## src/rtl/io_input_conditioner.sv

```systemverilog
// Synchronises and debounces raw switch/button levels; derives press pulses, sticky events, change strobe.
// Latency: a steady raw change reaches the stable outputs DEB_CYCLES+2 edges after it is first sampled.
// Backpressure: none; outputs are level/pulse registers updated every cycle, no handshake.

module io_input_conditioner_deb #(
    parameter int           W          = 1,
    parameter int           DEB_CYCLES = 16,
    parameter logic [W-1:0] SYNC_IDLE  = '0,
    parameter bit           INVERT     = 1'b0
) (
    input  logic         i_clk,
    input  logic         i_rst,
    input  logic [W-1:0] i_raw,
    output logic [W-1:0] o_stable,
    output logic [W-1:0] o_accept
);
    localparam int            CW       = $clog2(DEB_CYCLES + 1);
    localparam logic [CW-1:0] CNT_LAST = CW'(DEB_CYCLES - 1);

    logic [W-1:0]         s1;
    logic [W-1:0]         s2;
    logic [W-1:0]         lvl;
    logic [W-1:0][CW-1:0] cnt;

    // Polarity is normalised after the synchroniser so the debouncer only sees active-high levels.
    assign lvl = INVERT ? ~s2 : s2;

    always_comb begin
        o_accept = '0;
        for (int i = 0; i < W; i++) begin
            o_accept[i] = (lvl[i] != o_stable[i]) && (cnt[i] == CNT_LAST);
        end
    end

    always_ff @(posedge i_clk or negedge i_rst) begin
        if (!i_rst) begin
            s1       <= SYNC_IDLE;
            s2       <= SYNC_IDLE;
            o_stable <= '0;
            cnt      <= '0;
        end else begin
            s1       <= i_raw;
            s2       <= s1;
            o_stable <= o_stable ^ o_accept;
            for (int i = 0; i < W; i++) begin
                if (lvl[i] == o_stable[i] || o_accept[i]) begin
                    cnt[i] <= '0;
                end else begin
                    cnt[i] <= cnt[i] + CW'(1);
                end
            end
        end
    end
endmodule

module io_input_conditioner #(
    parameter int SW_W           = 32,
    parameter int BTN_W          = 4,
    parameter int DEB_CYCLES     = 16,
    parameter bit BTN_ACTIVE_LOW = 1'b1
) (
    input  logic             i_clk,
    input  logic             i_rst,
    input  logic [SW_W-1:0]  i_io_sw,
    input  logic [BTN_W-1:0] i_io_btn,
    input  logic             i_clr_en,
    input  logic [BTN_W-1:0] i_clr_mask,
    output logic [SW_W-1:0]  o_sw_stable,
    output logic [BTN_W-1:0] o_btn_level,
    output logic [BTN_W-1:0] o_btn_press,
    output logic [BTN_W-1:0] o_btn_event,
    output logic             o_sw_change
);
    localparam logic [BTN_W-1:0] BTN_IDLE = {BTN_W{BTN_ACTIVE_LOW}};

    logic [SW_W-1:0]  sw_accept;
    logic [BTN_W-1:0] btn_accept;
    logic [BTN_W-1:0] btn_rise;
    logic [BTN_W-1:0] clr_gate;

    io_input_conditioner_deb #(
        .W          (SW_W),
        .DEB_CYCLES (DEB_CYCLES),
        .SYNC_IDLE  ({SW_W{1'b0}}),
        .INVERT     (1'b0)
    ) u_sw_deb (
        .i_clk    (i_clk),
        .i_rst    (i_rst),
        .i_raw    (i_io_sw),
        .o_stable (o_sw_stable),
        .o_accept (sw_accept)
    );

    io_input_conditioner_deb #(
        .W          (BTN_W),
        .DEB_CYCLES (DEB_CYCLES),
        .SYNC_IDLE  (BTN_IDLE),
        .INVERT     (BTN_ACTIVE_LOW)
    ) u_btn_deb (
        .i_clk    (i_clk),
        .i_rst    (i_rst),
        .i_raw    (i_io_btn),
        .o_stable (o_btn_level),
        .o_accept (btn_accept)
    );

    // An accepted change on a currently-released button is a press; releases are filtered out here.
    assign btn_rise = btn_accept & ~o_btn_level;
    assign clr_gate = i_clr_en ? i_clr_mask : '0;

    always_ff @(posedge i_clk or negedge i_rst) begin
        if (!i_rst) begin
            o_btn_press <= '0;
            o_btn_event <= '0;
            o_sw_change <= 1'b0;
        end else begin
            o_btn_press <= btn_rise;
            // Set is OR-ed after the clear so a coincident press keeps the flag.
            o_btn_event <= (o_btn_event & ~clr_gate) | btn_rise;
            o_sw_change <= |sw_accept;
        end
    end
endmodule

```

## config.mk

```make
export PLATFORM = sky130hd
export DESIGN_NAME = io_input_conditioner
export DESIGN_NICKNAME = d
export VERILOG_FILES = /design/src/rtl/io_input_conditioner.sv
export SDC_FILE = /design/constraint.sdc
export NUM_CORES = 1
export LEC_CHECK = 0
export ABC_AREA = 1
export CAP_MARGIN = 30
export CORE_MARGIN = 1.5
export CORE_UTILIZATION = 50
export DETAILED_ROUTE_END_ITERATION = 8
export DONT_BUFFER_PORTS = 1
export PLACE_DENSITY = 0.68
export SLEW_MARGIN = 0
export SYNTH_ARGS = -nofsm -noshare
export SYNTH_HDL_FRONTEND = slang
export SYNTH_SLANG_ARGS = --single-unit
```

## constraint.sdc

```tcl
create_clock -name i_clk -period 1.4 [get_ports i_clk]
set_input_delay 0.14 -clock i_clk [delete_from_list [all_inputs] [get_ports i_clk]]
set_output_delay 0.14 -clock i_clk [all_outputs]
set_load 0.1 [all_outputs]
```

## After elaboration in Yosys (flattened, before gate mapping)

Cells that the tools add are included.

- Flip-flop bits (word level): 297
- Bits in latches: 0
- Bits in writable memories: 0
- Memory bits (read-only): 0
- Memories: 0

- Add/sub/neg operators: 36
- Multiply operators: 0
- Div/mod/pow operators: 0
- Magnitude comparators: 0
- Equal/unequal tests: 108
- Shifts and indexed selects: 0
- Multiplexer cells: 37
- Bitwise logic cells: 8
- Reduce and logical (&&, ||, !) cells: 73

Operators with widths:

| kind | count |
|---|---|
| 5-bit by 1-bit adder with 5-bit output (second input constant) | 36 |
| 5-bit by 4-bit == test with 1-bit output (second input constant) | 36 |
| 5-bit two-way mux | 36 |
| 1-bit == test | 36 |
| 1-bit logical AND | 36 |
| 1-bit logical OR | 36 |
| 1-bit inequality test | 36 |
| 32-bit OR reduction | 1 |
| 32-bit bitwise XOR | 1 |
| 4-bit inverter | 3 |
| 4-bit bitwise AND | 2 |
| 4-bit two-way mux | 1 |
| 4-bit bitwise OR | 1 |
| 4-bit bitwise XOR | 1 |

## Logic depth before layout (Yosys ltp)

Gate-level depths: netlist of run 1.

- Depth after elaboration: 5
- Mapped depth: 10
- Depth with buffers taken out: 10

## Hierarchy

From an unflattened synthesis of run 1, not the netlist that was laid out.

- Cells, all modules: 1334
- Area, all modules: 12645.9 sq um

Modules (own cells, without submodules):

| module | instances | cells each | area an instance (sq um) | seq. area each (sq um) |
|---|---|---|---|---|
| io_input_conditioner_deb (u_sw_deb) | 1 | 1120 | 10810.4 | 6406.1 |
| io_input_conditioner_deb (u_btn_deb) | 1 | 140 | 1351.3 | 810.8 |
| io_input_conditioner | 1 | 74 | 484.2 | 225.2 |

## Worst setup path before layout of run 1

No wires, ideal clock.

- Kind: register -> register
- Start point: register u_btn_deb.o_stable[0]
- End point: register o_btn_event[0]
- Library setup time: 120 ps
- Arrival: 1539 ps
- Data required time: 1280 ps
- Slack: -259 ps
- Cell stages (with the launch flop): 5
- Buffers on the path: 0
- Path through: dfrtp_1 xor2_1 nor2_1 ha_1 a21o_1

- Word-level cells in the longest chain between the ends: 4
- Elaborated cells between the ends (all ways): 5

RTL lines:

| what | RTL line | RTL |
|---|---|---|
| start, declared | 14 | `output logic [W-1:0] o_stable,` |
| start signal, assigned | 44 | `o_stable <= o_stable ^ o_accept;` |
| 1-bit inequality test | 31 | `o_accept[i] = (lvl[i] != o_stable[i]) && (cnt[i] == CNT_LAST);` |
| 1-bit logical AND | 31 |  |
| 4-bit bitwise AND * | 108 | `assign btn_rise = btn_accept & ~o_btn_level;` |
| named net btn_rise[0] | 78 | `logic [BTN_W-1:0] btn_rise;` |
| 4-bit bitwise OR * | 119 | `o_btn_event <= (o_btn_event & ~clr_gate) \| btn_rise;` |
| end signal, assigned | 119 |  |
| end, declared | 71 | `output logic [BTN_W-1:0] o_btn_event,` |

Mark *: on every way through the listed nets, which the timed path passes. The rest lies on a longest branch.

## Worst setup path after layout of run 1

- Start point: register u_sw_deb.cnt[60] (netlist name)
- End point: register u_sw_deb.cnt[62] (netlist name)

- Word-level cells in the longest chain between the ends: 4
- Elaborated cells between the ends (all ways): 5

RTL lines:

| what | RTL line | RTL |
|---|---|---|
| start, declared | 23 | `logic [W-1:0][CW-1:0] cnt;` |
| start signal, assigned by index | 49 | `cnt[i] <= cnt[i] + CW'(1);` |
| parallel branches: the longest is 3 deep, another holds 5-bit by 1-bit adder with 5-bit output | -- |  |
| 5-bit two-way mux * | 46 | `if (lvl[i] == o_stable[i] \|\| o_accept[i]) begin` |

Every way passes the cells marked *.

==> results of run 1 <==
[stage by stage]
step | hold WS [ps] | instances
after detailed placement | -146 | 1601
after CTS | -737 | 1733
after floorplan | -156 | 1148
final | -706 | 1776
after global placement | -146 | 1601
after global routing | -739 | 1776
[cells by family (layout without fill, tap and decap cells)]
kind of cell | after synthesis | after routing | share of synthesized area, %
AOI/OAI and AO/OA | 34 | 34 | 1.53
xor gates and xnor gates | 39 | 39 | 2.85
adders and majority gates | 76 | 76 | 7.94
buffers and inverters | 176 | 485 | 5.52
DFF | 297 | 297 | 62.2
muxes | 4 | 4 | 0.376
and+or+nand+nor | 522 | 522 | 19.6
[Yosys cell counts (5+ instances only)]
| library cell | n |
|---|---|
| xor2_1 | 39 |
| nand3b_1 | 31 |
| dfrtp_1 | 289 |
| ha_1 | 76 |
| nor2_1 | 229 |
| or2_1 | 5 |
| o21ai_0 | 28 |
| nand2_1 | 149 |
| nand3_1 | 68 |
| dfstp_2 | 8 |
| nor3b_1 | 32 |
| inv_1 | 176 |
[timing repair]
action | 4_1_cts | 5_1_grt
buffers inserted | 34 | 46
hold endpoints to repair | 337 | 297
resized for setup | 187 | 166
setup endpoints to repair | 118 | 184
pin swaps | 132 | 131
[power by group through the flow]
stage                     sequential [W]  clock [W]  combinational [W]
after detailed placement         0.00931          0           0.000729
after global routing             0.00921    0.00908            0.00136
after CTS                        0.00916    0.00872           0.000954
final                            0.00918    0.00849            0.00121
after floorplan                  0.00928          0           0.000472
after global placement           0.00929          0           0.000698
[per-layer routing]
metal	vias to the layer above	wire length, um	track usage (%)
li1	4160	-	-
met1	4042	9280	20.0
met2	85	11400	30.4
met3	36	747	3.04
met4	0	421	4.63
met5	-	0	0
[layout make-up]
type | count | area share, %
Tap cell | 319 | 2.40
Clock inverter | 12 | 1.00
Timing Repair Buffer | 252 | 12.9
Sequential cell | 297 | 45.1
Inverter | 176 | 3.98
Clock buffer | 45 | 5.53
Multi-Input combinational cell | 675 | 29.1
[path summary, 6_finish.rpt]
check	startpoint	to
max	u_sw_deb.cnt[60]	u_sw_deb.cnt[62]
min	i_rst	u_sw_deb.cnt[67]
max reg2reg	u_sw_deb.cnt[60]	u_sw_deb.cnt[62]
min reg2reg	u_sw_deb.s1[2]	u_sw_deb.lvl[2]
max in group asynchronous	i_rst	u_btn_deb.s2[2]
min in group i_clk	i_io_sw[30]	u_sw_deb.s1[30]
==> flow_metrics.env, run 1 <==
export IMPL_setup_tns_ps=-4490
export IMPL_cp_slowest_stage_delay_ps=390
export IMPL_period_minus_slack_ps=1540
export IMPL_fin_ws_ps=-142
export IMPL_final_max_slew_viol_count=0
export IMPL_path_max_fanout=5
export IMPL_multiInputGateArea_um2=4840
export IMPL_p_int_w=0.0149
export IMPL_antenna_found_initial=0
export IMPL_worstSetupPathType="flip-flop to flip-flop"
export IMPL_critPathSlowestCell="dfrtp_1"
export IMPL_path_buf_inv=1
export IMPL_grt_first_pass_wirelength_um=34400
export IMPL_syn_num_nets=1267
export IMPL_synth_top_area_share_pct=60.4
export IMPL_synth_edf_count=0
export IMPL_rows=56
export IMPL_r2r_setup_slack_ps=-140
export IMPL_place_worst_setup_slack_ps=-328
export IMPL_wirelength_um=21800
export IMPL_ys_seq_area_share_pct=62.2
export IMPL_layout_nets=1552
export IMPL_p_comb_share_pct=6.4
export IMPL_yosysTopAreaCell="dfrtp_1"
export IMPL_finalPower_w=0.0189
export IMPL_diodes=0
export IMPL_cp_required_ps=1850
export IMPL_status="finished with violations"
export IMPL_synth_warnings=0
export IMPL_first_pass_iters=4
export IMPL_synth_area_per_cell_um2=10.4
export IMPL_netlist_instances=1148
export IMPL_p_clk_share_pct=45.0
export IMPL_start_util_pct=51.0
export IMPL_placed_area_um2=13400
export IMPL_clk_pin_slew_ps=60
export IMPL_clock_fmax_mhz=649
export IMPL_detail_route_vias_per_cell=4.69
export IMPL_path_depth=7
export IMPL_worst_pin_slew_ps=420
export IMPL_port_buffers=0
export IMPL_max_cap_viol_count=0
export IMPL_final_core_util_pct=70.8
export IMPL_area_growth_pct=38.7
export IMPL_p_per_area_nw_per_um2=1140
export IMPL_cts_hold_fix_buffers=41
export IMPL_reg2reg_depth=7
export IMPL_grt_pass1_vias=8244
export IMPL_vias=8323
export IMPL_drt_iter0_markers=345
export IMPL_cpMostUsedCell="ha_2"
export IMPL_overflow=0
export IMPL_register_area_um2=7490
export IMPL_cts_root_buffer="clkbuf_16"
export IMPL_die_h_um=158
export IMPL_cts_buffers=31
export IMPL_path_delay_family="simple AND/OR/NAND/NOR gates"
export IMPL_end_kind="flip-flop"
export IMPL_track_usage_pct=16.6
export IMPL_drive_gt1_share_pct=40.1
export IMPL_dp_hpwl_um=12100
export IMPL_hold_viol=297
export IMPL_setup_violations=89
export IMPL_final_cell_mix="dfrtp_1 (253), buf_4 (172), inv_1 (169)"
export IMPL_synthArstFlopShare_pct=100
export IMPL_cts_tree="yes"
export IMPL_period_share_pct=110
export IMPL_ir_worst_vdd_uv=987
export IMPL_hold_ws_ps=-706
export IMPL_critPathArrivalTime_ps=1990
export IMPL_die_w_um=158
export IMPL_synth_seq_cells=297
export IMPL_start_kind="flip-flop"
export IMPL_p_seq_share_pct=48.6
export IMPL_fin_skew_ps=19.6
export IMPL_synth_cell_area_um2=12000
export IMPL_drc=0
export IMPL_synthTopCellsByArea="dfrtp_1 (60%), ha_1 (7.9%), nor2_1 (7.2%)"
export IMPL_rsz0062_at_grt="yes"
export IMPL_synthDistinctLibCells=19
export IMPL_core_area_um2=23500
export IMPL_violations="negative hold slack, negative setup slack"
export IMPL_switchingPower_w=0.00401
export IMPL_cp_cell_sequence="ha_2 > nand2_2 > nor2_2 > ha_2 > buf_6 > nand3b_1 > nor3b_2"
export IMPL_hp_class="input port to asynchronous set/reset pin"
export IMPL_dieArea_um2=24900
export IMPL_fillers=1634
export IMPL_num_io_pins=88
export IMPL_clockBufferDepth=3
export IMPL_static_leakage_power_nw=7.75
export IMPL_cts_max_level=1
export IMPL_slew_headroom_pct=72.0
export IMPL_grt_max_degree=298
export IMPL_cts_sinks=297
export IMPL_postLayoutCellArea_um2=16600
export IMPL_clock_latency_ps=550
export IMPL_ant_nets=0
export IMPL_wire_per_inst_um=12.3
export IMPL_finalWeightedCongestion=0.714
export IMPL_switching_share_pct=21.3
export IMPL_layout_commonest_cell="dfrtp_1"
export IMPL_synth_main_ff_cell="dfrtp_1"
(Power assumes the default switching activity.)
==> run 2: changes to the inputs <==
Settings changed: DONT_BUFFER_PORTS 1 to not set, PLACE_DENSITY 0.68 to 0.72, RECOVER_POWER set to 50.
==> run 2 against run 1 <==
Effect of this change:
- the flow finishes with violations (negative setup slack)
- utilization grew 2.9 points
- fmax fell by 6.2%
- hold slack gained 850 ps
- flip-flop and latch count unchanged
- design area increased by 4.1%
- combinational power up 21%
- clock-buffer cell count increased by 4
- global-route usage is 2.2 points higher
- critical path depth up 3
- critical endpoint is now o_sw_change
- largest power group unchanged
==> flow_metrics.env, run 2 (synthesis results as in run 1) <==
export IMPL_hold_viol=0
export IMPL_cts_buffers=31
export IMPL_clk_pin_slew_ps=60
export IMPL_die_w_um=158
export IMPL_dp_hpwl_um=14100
export IMPL_setup_violations=95
export IMPL_cts_sinks=297
export IMPL_p_per_area_nw_per_um2=1100
export IMPL_path_depth=10
export IMPL_area_growth_pct=44.4
export IMPL_final_cell_mix="dfrtp_1 (253), inv_1 (169), nor2_1 (144)"
export IMPL_cpMostUsedCell="nand2_1"
export IMPL_violations="negative setup slack"
export IMPL_hp_class="input port to flip-flop"
export IMPL_cp_cell_sequence="ha_2 > nand2_2 > nor2_2 > ha_2 > nand3_1 > nand2_1 > nor2_1 > nand2_1 > nor2_4 > nand2_1"
export IMPL_r2r_end="o_sw_change"
export IMPL_status="finished with violations"
export IMPL_max_cap_viol_count=0
export IMPL_grt_max_degree=49
export IMPL_num_io_pins=88
export IMPL_rows=56
export IMPL_final_core_util_pct=73.7
export IMPL_finalPower_w=0.0191
export IMPL_critPathArrivalTime_ps=2070
export IMPL_wire_per_inst_um=13.5
export IMPL_ant_nets=0
export IMPL_wirelength_um=24100
export IMPL_postLayoutCellArea_um2=17300
export IMPL_cts_root_buffer="clkbuf_16"
export IMPL_drc=0
export IMPL_critPathSlowestCell="dfrtp_1"
export IMPL_reg2reg_depth=10
export IMPL_placed_area_um2=14400
export IMPL_antenna_found_initial=0
export IMPL_end_kind="flip-flop"
export IMPL_path_max_fanout=3
export IMPL_clock_latency_ps=550
export IMPL_ir_worst_vdd_uv=1070
export IMPL_drt_iter0_markers=333
export IMPL_start_kind="flip-flop"
export IMPL_cts_max_level=1
export IMPL_first_pass_iters=4
export IMPL_clockBufferDepth=3
export IMPL_layout_commonest_cell="dfrtp_1"
export IMPL_rsz0062_at_grt="yes"
export IMPL_fin_skew_ps=20.7
export IMPL_layout_cells_non_filler=1788
export IMPL_core_area_um2=23500
export IMPL_path_buf_inv=0
export IMPL_dieArea_um2=24900
export IMPL_crit_path_end="o_sw_change"
export IMPL_port_buffers=87
export IMPL_grt_pass1_vias=8695
export IMPL_static_leakage_power_nw=7.92
export IMPL_start_util_pct=51.0
export IMPL_die_h_um=158
export IMPL_vias=8550
export IMPL_fillers=1472
export IMPL_overflow=0
export IMPL_worstSetupPathType="flip-flop to flip-flop"
export IMPL_path_delay_family="simple AND/OR/NAND/NOR gates"
export IMPL_period_share_pct=117
export IMPL_setup_tns_ps=-4780
export IMPL_setup_worst_path_start="u_sw_deb.cnt[76]"
export IMPL_rr_startpoint="u_sw_deb.cnt[76]"
export IMPL_slew_headroom_pct=17.4
export IMPL_clock_fmax_mhz=608
export IMPL_cp_slowest_stage_delay_ps=400
export IMPL_diodes=0
export IMPL_cts_tree="yes"
export IMPL_detail_route_vias_per_cell=4.78
export IMPL_drive_gt1_share_pct=38.7
export IMPL_track_usage_pct=18.8
export IMPL_register_area_um2=7490
export IMPL_worst_pin_slew_ps=1240
export IMPL_r2r_setup_slack_ps=-240
export IMPL_period_minus_slack_ps=1640
export IMPL_finalWeightedCongestion=0.706
export IMPL_multiInputGateArea_um2=4840
export IMPL_final_max_slew_viol_count=0
export IMPL_layout_nets=1563
export IMPL_dp_cells=1636
export IMPL_grt_first_pass_wirelength_um=38300
export IMPL_cp_required_ps=1830
export IMPL_fin_ws_ps=-244
[run 2: cell types whose count changed in the layout (fill, tap and decap cells not counted), moves of 8 or more]
cell and change:
buf_12 +51, buf_4 -39, buf_6 -13, nand2_2 -8, nor2_2 -11, nor2_4 +8
[run 2: through the flow]
stage                     setup slack (ps)  hold WS, ps
after CTS                             -163         2.96
after global routing                  -301          124
after global placement                -233         75.5
after detailed placement              -271         82.0
final                                 -244          143
after floorplan                       5.94         -156
[run 2: layout make-up]
| class | count | area share [%] |
|---|---|---|
| sequential | 297 | 43.3 |
| multi-input combinational | 675 | 28.0 |
| tap | 319 | 2.31 |
| clock inverter | 9 | 0.731 |
| timing repair buffer | 263 | 16.4 |
| inverter | 176 | 3.82 |
| clock buffer | 49 | 5.46 |
[run 2: metal layers]
metal | up-vias | track usage, % | routed length [um]
met5 | - | 0 | 0
met4 | 0 | 4.18 | 434
met3 | 39 | 2.76 | 719
met2 | 98 | 35.2 | 13300
met1 | 4230 | 22.8 | 9630
li1 | 4183 | - | -
[run 2: report_power, final]
part | total (W) | leakage (nW) | internal, W | switching, W
combinational | 0.00146 | 3.57 | 0.000722 | 0.000743
sequential | 0.00920 | 3.82 | 0.00895 | 0.000246
clock | 0.00844 | 0.526 | 0.00515 | 0.00330
[run 2: worst min-delay path by stage]
stage	startpoint	endpoint	cells after the start
6_report	i_io_sw[2]	u_sw_deb.s1[2]	1
5_1_grt	i_io_sw[10]	u_sw_deb.s1[10]	1
4_1_cts	i_io_btn[1]	u_btn_deb.s1[1]	1
3_5_place_dp	i_rst	u_sw_deb.cnt[31]	1
3_3_place_gp	i_rst	u_sw_deb.cnt[31]	1
2_1_floorplan	i_rst	asynchronous set/reset pin	0
[run 2: timing repair]
item	4_1_cts	5_1_grt
resized for setup	179	154
pin swaps	104	125
hold buffers	11	0
setup buffers	38	55
endpoints found under the hold margin	301	0
setup endpoints to repair	128	187
[run 2: worst register-to-register path, delay by kind of cell, from the launching register on]
kind | cells | cell delay (ps)
adders and majority gates | 2 | 400
and+or+nand+nor | 8 | 720
DFF | 1 | 400
==> RTL change 1, RTL diff (config.mk and constraints of run 1) <==
Put a register stage on the output `o_sw_stable`. The value now appears one clock later. The other outputs are not delayed to match.
--- a/src/rtl/io_input_conditioner.sv
+++ b/src/rtl/io_input_conditioner.sv
@@ -73,6 +73,8 @@
 );
     localparam logic [BTN_W-1:0] BTN_IDLE = {BTN_W{BTN_ACTIVE_LOW}};
 
+    logic [SW_W-1:0] o_sw_stable_d;
+
     logic [SW_W-1:0]  sw_accept;
     logic [BTN_W-1:0] btn_accept;
     logic [BTN_W-1:0] btn_rise;
@@ -87,7 +89,7 @@
         .i_clk    (i_clk),
         .i_rst    (i_rst),
         .i_raw    (i_io_sw),
-        .o_stable (o_sw_stable),
+        .o_stable (o_sw_stable_d),
         .o_accept (sw_accept)
     );
 
@@ -120,5 +122,9 @@
             o_sw_change <= |sw_accept;
         end
     end
+    always_ff @(posedge i_clk) begin
+        o_sw_stable <= o_sw_stable_d;
+    end
+
 endmodule
 
Function: no difference found for any inputs over 10 cycles, from zero or initial values and one cycle with i_rst low; that may be too few to reach the edited logic, so the function may still have changed.
==> RTL change 1 against run 1 <==
The flow still finishes with violations (hold timing, setup timing); critical path depth is 1 higher; combinational power rose by 3%; sequential share of layout area grew 1.2 points; clock skew is 9.1 ps lower; utilization increased by 0.44 points; maximum frequency decreased by 0.69%; sequential cell count grew 32; power rose by 9.8%; wire length grew 3.9%; worst setup slack worse by 11 ps; final cell count increased by 2.6%; synthesized area up 5.4%; global-route usage rose by 0.13 points; design area is 5.2% higher.
==> RTL change 1: results (changes against run 1) <==
| Metric | Value |
|---|---|
| Final TNS setup | -4319 ps (+167.4 ps) |
| Clk_lat worst skew | 500 ps (-50 ps) |
| Fin. Hold Viols | 297 (unchanged) |
| Cell internal pwr | 16.37 mW (+10%) |
| Cells after Synth | 1180 (+2.8%) |
| Final setup fails | 89 (unchanged) |
| GPL Wtd Cong | 0.7182 (+0.57%) |
| Dpl hpwl | 12580 um (+3.9%) |
| FILL cells | 1689 (+3.4%) |
| Share of layout cells above drive strength 1 | 0.3883 (-0.01256) |
| Grt met2 use | 0.2858 (-0.01850) |
| Leak Pwr | 8.138 nW (+5.1%) |
| Hold WS | -666.4 ps (+39.64 ps) |
| CP Launch Point | u_sw_deb.cnt[145]$_DFF_PN0_ |
| Syn nets | 1299 (+2.5%) |
| H-tree Lvls | 2 (+1) |
| Skew final | 10.57 ps (-9.052 ps) |
| Failing checks | hold timing, setup timing |
| Number of global-route vias before repair | 8334 (+1.1%) |
| GR met3 Demand/Resource | 0.02886 (-0.001530) |
| Met1 usage | 0.2168 (+0.01642) |
| Adder-Cell Fraction of Synth Area | 0.07538 (-0.004033) |
| Post-DR wirelength/cell | 12.46 um (+1.3%) |
| Placed Cells incl. Taps | 1634 (+2.1%) |
| Post-synthesis sequential area ratio | 0.6407 (+0.01922) |
| Complex-gate fraction of the synthesized area | 0.01448 (-0.0007748) |
| CTS buffer count | 36 (+16%) |
| Final WS setup | -152.8 ps (-10.76 ps) |
| Crit-path max FO | 4 (-1) |
| Status | complete, but fails checks |
| Xor/xnor share of the synthesized area | 0.02708 (-0.001449) |
| Multiplexer share of the synthesized area | 0.003571 (-0.0001910) |
| Number of DRC markers in iteration 0 | 344 (-0.29%) |
| RR Endpoint | u_sw_deb.cnt[149]$_DFF_PN0_ |
| Dpl ws | -300.3 ps (+27.18 ps) |
| GRT Total Usage | 0.1678 (+0.001279) |
| Via count | 8560 (+2.8%) |
| Distinct cells, synth | 20 (+1) |
## RTL change 1: worst min-delay path by stage
| stage | endpoint | slack, ps | cells after the start |
|---|---|---|---|
| floorplan | asynchronous set/reset pin | -160 | 0 |
| global placement | u_sw_deb.cnt[71]$_DFF_PN0_ | -150 | 0 |
| detailed placement | u_sw_deb.cnt[72]$_DFF_PN0_ | -150 | 0 |
| CTS | u_sw_deb.cnt[74]$_DFF_PN0_ | -690 | 0 |
| global route | u_sw_deb.cnt[132]$_DFF_PN0_ | -680 | 0 |
| finish | u_sw_deb.cnt[132]$_DFF_PN0_ | -670 | 0 |
## RTL change 1: kinds of logic after synthesis
kind of cell / count (synthesis)
AND/OR/NAND/NOR: 522
flip-flops: 329
multiplexers: 4
buffers and inverters: 176
AO/OA/AOI/OAI: 34
adder cells (fa/ha/maj): 76
XOR/XNOR: 39
## RTL change 1: worst max-delay path: cells and delay by family (launching register included)
family,cells,cell delay [ps]
simple gates,4,400
buf+inv,2,280
fa+ha+maj,2,410
flops,1,390
## RTL change 1: layout make-up
class,count,area share
Multi-Input combinational cell,675,0.2847
Clock inverter,7,0.004870
Clock buffer,57,0.06417
Inverter,176,0.03781
Sequential cell,329,0.4629
Tap cell,324,0.02320
Timing Repair Buffer,255,0.1223
## RTL change 1: timing repair
item	4_1_cts	5_1_grt
hold endpoints to repair	337	297
gates resized for setup	177	205
setup endpoints to repair	106	181
setup buffers	42	46
pin swaps	104	134
## RTL change 1: layer usage
| metal | wire length, um | share of wire | vias to the layer above |
|---|---|---|---|
| li1 | - | - | 4271 |
| met5 | 0 | 0 | - |
| met3 | 640 | 0.028 | 37 |
| met4 | 528 | 0.023 | 0 |
| met1 | 9739 | 0.43 | 4153 |
| met2 | 11800 | 0.52 | 99 |
## RTL change 1: metrics by stage
stage               area, um2  total power, mW
detailed placement      14010            10.97
global placement        14010            10.91
CTS                     16490            20.74
floorplan               12630            10.68
finish                  17470            20.73
global route            17470            21.61
## RTL change 1: power by group through the flow
stage	logic [mW]	registers, mW	clock network [mW]
after global placement	0.692	10.2	0
final	1.25	10.1	9.38
after floorplan	0.472	10.2	0
after detailed placement	0.728	10.2	0
after CTS	0.980	10.1	9.68
after global routing	1.41	10.1	10.1
==> RTL change 2, RTL diff (config.mk and constraints of run 1) <==
Without the edit above. `INVERT` is set to 1'b0 in 2 places; all go to 1'b1.
--- a/src/rtl/io_input_conditioner.sv
+++ b/src/rtl/io_input_conditioner.sv
@@ -6,7 +6,7 @@
     parameter int           W          = 1,
     parameter int           DEB_CYCLES = 16,
     parameter logic [W-1:0] SYNC_IDLE  = '0,
-    parameter bit           INVERT     = 1'b0
+    parameter bit           INVERT     = 1'b1
 ) (
     input  logic         i_clk,
     input  logic         i_rst,
@@ -82,7 +82,7 @@
         .W          (SW_W),
         .DEB_CYCLES (DEB_CYCLES),
         .SYNC_IDLE  ({SW_W{1'b0}}),
-        .INVERT     (1'b0)
+        .INVERT     (1'b1)
     ) u_sw_deb (
         .i_clk    (i_clk),
         .i_rst    (i_rst),
Formal check against the unedited RTL: no difference found for any inputs over 10 cycles, from zero or initial values and one cycle with i_rst low; that may be too few to reach the edited logic, so the function may still have changed.
==> RTL change 2 against run 1 <==
The run still ends with hold timing, setup timing left; clock power shrank 10%; via count grew 2.6%; count of clock-buffer cells in the layout grew 6; design area is essentially flat; power shrank 4.6%; sequential share of layout area is essentially flat; wire length grew 1.6%; maximum frequency grew 4.2%; sequential cell count is the same; synthesized area grew 1.7%; worst setup slack gained 62 ps; critical path type unchanged; highest routed layer unchanged.
==> RTL change 2: results (changes against run 1) <==
| Metric | Value |
|---|---|
| Setup Buffers After CTS | 13 (-62%) |
| FILL cells | 1746 (+6.9%) |
| Leak Pwr | 7.637 nW (-1.4%) |
| Final setup fails | 11 (-88%) |
| Sequential cells | 297 (unchanged) |
| Slew margin rel. | 0.7058 (-0.01420) |
| Dpl hpwl | 13130 um (+8.4%) |
| Grt met2 use | 0.3142 (+0.009910) |
| Placed Cells incl. Taps | 1665 (+4.0%) |
| Number of DRC markers in iteration 0 | 418 (+21%) |
| Status | complete, but fails checks |
| Final WS setup | -79.92 ps (+62.10 ps) |
| Seq/total area | 0.4511 (about the same) |
| Non-clk bufs | 243 (-3.6%) |
| Largest cells by area after synthesis | dfrtp_1, ha_1, inv_1 |
| Clock network area share | 0.05714 (-0.008158) |
| Failing checks | hold timing, setup timing |
| RR Endpoint | o_sw_change$_DFF_PN0_ |
| Hold WS | -708.1 ps (-2.094 ps) |
| Number of global-route vias before repair | 8810 (+6.9%) |
| Logic inverters | 216 (+23%) |
| M1 WL | 9320 um (+0.45%) |
| CLK BUF | 51 (+13%) |
| Final TNS setup | -267.5 ps (+4219 ps) |
| First-pass GRT wire length | 37040 um (+7.7%) |
| Fin. Hold Viols | 297 (unchanged) |
| Xor/xnor share of the synthesized area | 0.007195 (-0.02133) |
| Post-DR wirelength/cell | 12.26 um (-0.35%) |
| Mapped Avg Cell Area | 10.21 um2 (-2.1%) |
| Synth cell count leaders | dfrtp_1, inv_1, nor2_1 |
| CP Launch Point | u_sw_deb.cnt[1]$_DFF_PN0_ |
| Crit-path max FO | 2 (-3) |
| Post-CTS sizing | 119 (-36%) |
| Adder-Cell Fraction of Synth Area | 0.07812 (-0.001298) |
| Max VDD drop | 0.001044 V (+5.8%) |
[RTL change 2: changes by cell type after synthesis, sizes merged, moves of 8 or more]
cell | run 1 | this run
nor2 | 229 | 200
o21bai | 1 | 30
xor2 | 39 | 10
nand3 | 68 | 100
nand2 | 149 | 157
nand3b | 32 | 0
inv | 176 | 216
a21oi | 1 | 30
[RTL change 2: cell families (layout without fill, tap and decap cells)]
| group | after synthesis | count (layout) |
|---|---|---|
| AOI/OAI and AO/OA | 96 | 96 |
| xor gates and xnor gates | 10 | 10 |
| adders and majority gates | 76 | 76 |
| buffers and inverters | 216 | 515 |
| DFF | 297 | 297 |
| and+or+nand+nor | 497 | 497 |
[RTL change 2: power by group through the flow]
stage / registers [mW] / clock network, mW / logic, mW
after detailed placement: 9.30 / 0 / 0.832
after global routing: 9.21 / 8.23 / 1.39
after global placement: 9.28 / 0 / 0.795
after floorplan: 9.28 / 0 / 0.518
after CTS: 9.16 / 7.83 / 0.997
final: 9.18 / 7.62 / 1.21
